## config.mk

```make
export PLATFORM = sky130hd
export DESIGN_NAME = byte_combiner_flat
export DESIGN_NICKNAME = d
export VERILOG_FILES = /design/src/rtl/byte_combiner_if.sv /design/src/rtl/byte_combiner.sv /design/src/flat_wrapper.sv
export SDC_FILE = /design/constraint.sdc
export NUM_CORES = 1
export LEC_CHECK = 0
export BUFFER_PORTS_ARGS = -buffer_cell sky130_fd_sc_hd__buf_2
export CAP_MARGIN = 10
export CORE_MARGIN = 2
export CORE_UTILIZATION = 50
export CTS_BUF_LIST = sky130_fd_sc_hd__clkbuf_8
export DETAILED_ROUTE_END_ITERATION = 7
export GPL_TIMING_DRIVEN = 0
export HOLD_SLACK_MARGIN = 0.08
export PLACE_DENSITY_LB_ADDON = 0.2
export REMOVE_ABC_BUFFERS = 1
export SKIP_CTS_REPAIR_TIMING = 1
export SLEW_MARGIN = 40
export SYNTH_ARGS = -nofsm -noshare
export SYNTH_HDL_FRONTEND = slang
export SYNTH_SLANG_ARGS = --single-unit
```

## constraint.sdc

```tcl
create_clock -name clk -period 4.3 [get_ports clk]
set_input_delay 1.075 -clock clk [delete_from_list [all_inputs] [get_ports clk]]
set_output_delay 1.075 -clock clk [all_outputs]
set_load 0.01 [all_outputs]
```

## src/rtl/byte_combiner_if.sv

```systemverilog
// Byte-in / word-out handshake bundle for byte_combiner.
// Valid/ready: a transfer happens on a rising edge where valid and ready are both 1;
// the sender holds valid and data stable until that edge, and ready never waits on valid.
interface byte_combiner_if;
    logic        in_valid;
    logic        in_ready;
    logic [7:0]  in_byte;
    logic        out_valid;
    logic        out_ready;
    logic [31:0] out_word;

    modport master (
        output in_valid, in_byte, out_ready,
        input  in_ready, out_valid, out_word
    );

    modport slave (
        input  in_valid, in_byte, out_ready,
        output in_ready, out_valid, out_word
    );
endinterface

```

## src/rtl/byte_combiner.sv

```systemverilog
// Packs four consecutive bytes (first byte most significant) into a 32-bit word
// held in a one-entry output register; byte_cnt plus out_valid is the whole state.
module byte_combiner (
    input  logic                  clk,
    input  logic                  reset,
    input  logic                  clear,
    byte_combiner_if.slave        bus,
    output logic [1:0]            byte_cnt
);
    logic [1:0]  cnt_q, cnt_d;
    logic [23:0] partial_q, partial_d;
    logic [31:0] word_q, word_d;
    logic        valid_q, valid_d;
    logic        in_ready;
    logic        in_fire;
    logic        out_fire;

    // Only the completing byte can stall, and only when the held word is not draining.
    assign in_ready = ~clear & ~((cnt_q == 2'd3) & valid_q & ~bus.out_ready);
    assign in_fire  = bus.in_valid & in_ready;
    assign out_fire = valid_q & bus.out_ready;

    always_comb begin
        cnt_d     = cnt_q;
        partial_d = partial_q;
        word_d    = word_q;
        valid_d   = valid_q;
        if (out_fire) begin
            valid_d = 1'b0;
        end
        if (in_fire) begin
            if (cnt_q == 2'd3) begin
                word_d    = {partial_q, bus.in_byte};
                valid_d   = 1'b1;
                cnt_d     = 2'd0;
                partial_d = 24'd0;
            end else begin
                partial_d = {partial_q[15:0], bus.in_byte};
                cnt_d     = cnt_q + 2'd1;
            end
        end else if (clear) begin
            cnt_d     = 2'd0;
            partial_d = 24'd0;
        end
    end

    always_ff @(posedge clk or negedge reset) begin
        if (!reset) begin
            cnt_q     <= 2'd0;
            partial_q <= 24'd0;
            word_q    <= 32'd0;
            valid_q   <= 1'b0;
        end else begin
            cnt_q     <= cnt_d;
            partial_q <= partial_d;
            word_q    <= word_d;
            valid_q   <= valid_d;
        end
    end

    assign bus.in_ready  = in_ready;
    assign bus.out_valid = valid_q;
    assign bus.out_word  = word_q;
    assign byte_cnt      = cnt_q;
endmodule

```

## src/flat_wrapper.sv

```systemverilog
// flat-port wrapper written by rule: the top's interface ports become plain ports
module byte_combiner_flat 
  (clk, reset, clear, byte_cnt, bus_in_valid, bus_in_byte, bus_out_ready, bus_in_ready, bus_out_valid, bus_out_word);
  byte_combiner_if bus_i ();
  input  logic clk;
  input  logic reset;
  input  logic clear;
  output logic [1:0] byte_cnt;
  input wire logic [$bits(bus_i.in_valid)-1:0] bus_in_valid;
  input wire logic [$bits(bus_i.in_byte)-1:0] bus_in_byte;
  input wire logic [$bits(bus_i.out_ready)-1:0] bus_out_ready;
  output wire logic [$bits(bus_i.in_ready)-1:0] bus_in_ready;
  output wire logic [$bits(bus_i.out_valid)-1:0] bus_out_valid;
  output wire logic [$bits(bus_i.out_word)-1:0] bus_out_word;
  assign bus_i.in_valid = bus_in_valid;
  assign bus_i.in_byte = bus_in_byte;
  assign bus_i.out_ready = bus_out_ready;
  assign bus_in_ready = bus_i.in_ready;
  assign bus_out_valid = bus_i.out_valid;
  assign bus_out_word = bus_i.out_word;
  byte_combiner u_core (.clk(clk), .reset(reset), .clear(clear), .bus(bus_i), .byte_cnt(byte_cnt));
endmodule
```

==> out/summary.txt <==
status - complete, no violations
Gate Count Post-Synth - 137
GRT Total Usage - 0.187
nets@finish - 203
M2 GR Usage - 0.275
global-route wire length before repair - 7.22 mm
wire per inst - 17.1 um
Slew @ Worst Pin - 0.715 ns
Ys Warns - 0
Netlist cell types - 17
Rows - 24
Worst-path clk slew - 0.06 ns
Core ar. - 0.00441 sq mm
Worst EP arrival - 1.59 ns
DRT iter0 DRCs - 72
fin cells - 246
Slew Viols, Final - 0
clock latency on the worst-skew pair - 0.33 ns
largest net degree at the start of global routing - 60
LEAKAGE - 1.52 nW
Clk pwr share - 0.462
Fin. Hold Viols - 0
Max Fclk - 0.375 GHz
max_slew headroom - 0.523
M3 GR Usage - 0.0444
syn_area_per_cell - 17.0 sq um
Die H - 72.3 um
layout cell share with drive strength beyond 1 - 0.536
CP required - 3.22 ns
CTS tree - yes
Sequential Power Share - 0.457
Final period util - 0.621
Layout Skew - 0.00547 ns
# setup viols final - 0
Post-Syn Area - 0.00233 sq mm
Most Crowded Layer GR - met2
CTS buffer count - 9
Gate power share - 0.081
Initial Util - 0.528
flops & latches, synth - 59
Ant. Diodes - 0
Sw Share - 0.214
post-route antenna net violation count - 0
I/O pins - 49
switching power - 282 uW
wirelength, routed - 4.21 mm
hpwl dp - 2.62 mm
P_int - 1.04 mW
worst min-delay path category - reg2reg
Vias - 1348
Startpoint Class - input port
crit path capture type - primary output
H-tree depth - 3
PwrDens - 460 mW/mm^2
Detailed Routing Iterations Pass 1 - 4
post-DR vias/cell - 5.48
max cap viols - 0
Die Wd - 72.3 um
setup TNS - 0 ns
total grt overflow - 0
crit path time final - 2.67 ns
most frequent cells in the layout - dfrtp_1, buf_2, mux2_4
Setup CP Type - in2out
Seq/Total Area, Yosys - 0.633
Layout area overhead - 22.9%
commonest non-fill, non-tap cell in the layout - dfrtp_1
Worst VDD drop - 294 uV
die area - 0.00522 sq mm
CTS sink cnt - 59
Longest Clk Path Bufs - 2
Critical Path Fanout Max - 3
IO Port Bufs - 48
Inst Count DP - 230
initial antenna violation count - 0
Placer Congestion - 0.795
# DRC - 0
CTS root buf - clkbuf_8
unrepaired setup endpoints after global routing - false
Global Route met1 Usage - 0.248
vias in the first global route - 1427
Hold WS - 0.505 ns
-- power groups by stage --
stage / Combinational (mW) / Clock [mW] / Sequential (mW)
2_1_floorplan: 0.0455 / 0 / 0.621
3_3_place_gp: 0.103 / 0 / 0.611
3_5_place_dp: 0.109 / 0 / 0.613
4_1_cts: 0.110 / 0.617 / 0.603
5_1_grt: 0.118 / 0.644 / 0.607
6_report: 0.107 / 0.609 / 0.603
-- final cells by class --
class,instances,area [sq um]
fillers,319,1550
flip-flops and latches,59,1480
multi-input cells,69,803
repair buffers,50,278
clock buffers,10,138
clock inverters,6,104
well taps,52,65.1
-- stage by stage --
stage               setup slack, ns  instance area (sq um)   util  total power, mW
global route                   1.59                   2860  0.649             1.37
finish                         1.63                   2860  0.649             1.32
detailed placement             1.67                   2620  0.594            0.721
global placement              0.863                   2570  0.581            0.713
floorplan                      1.32                   2260      -            0.667
CTS                            1.62                   2860  0.649             1.33
-- cells by family (layout without fill, tap and decap cells) --
kind of cell	after synthesis	in the layout	share of synthesized area
adder cells (fa/ha/maj)	1	1	0.00537
buffers and inverters	9	66	0.0301
AO/OA/AOI/OAI	28	28	0.104
flip-flops	59	59	0.633
multiplexers	33	33	0.206
AND/OR/NAND/NOR	7	7	0.0215
-- routing by layer --
metal / up-vias / share of wire
met5: - / 0
met4: 0 / 0.029
met3: 12 / 0.043
met2: 33 / 0.48
met1: 697 / 0.44
li1: 606 / -
-- worst max-delay path, stage by stage --
cell	delay [ns]
buf_2	0.11
nor2b_2	0.16
a21oi_1	0.09
buf_2	0.15
-- synthesized netlist by cell type --
master,count,area (sq um)
a21boi_0,1,7.51
a21oi_1,1,5.00
a21oi_2,1,8.76
a22o_1,24,210
and3_1,1,6.26
and3b_1,1,8.76
buf_2,5,25.0
buf_6,4,45.0
dfrtp_1,59,1480
ha_1,1,12.5
mux2_2,4,45.0
mux2_4,29,435
nand3b_1,1,7.51
nor2b_1,2,12.5
nor2b_2,1,8.76
o21ba_2,1,10.0
or2_2,1,6.26
-- sequential cells by signal, indices dropped and copies added (netlist names) --
name / cells
u_core.partial_q: 24
u_core.bus.out_valid: 1
u_core.byte_cnt: 2
u_core.bus.out_word: 32
-- path summary, 6_finish.rpt --
kind | startpoint | end | slack [ns] | depth (start not counted)
worst max-delay path | bus_out_ready | bus_in_ready | 1.63 | 4
worst min-delay path | u_core.bus.out_word[13] | u_core.bus.out_word[13] | 0.51 | 1
worst max register to register | u_core.byte_cnt[0] | u_core.byte_cnt[0] | 2.46 | 4
worst min register to register | u_core.bus.out_word[13] | u_core.bus.out_word[13] | 0.51 | 1
max in group asynchronous | reset | u_core.bus.out_word[16] | 3.03 | 1
min in group asynchronous | reset | u_core.partial_q[15] | 0.80 | 1
Power figures use the tool's default switching activity.
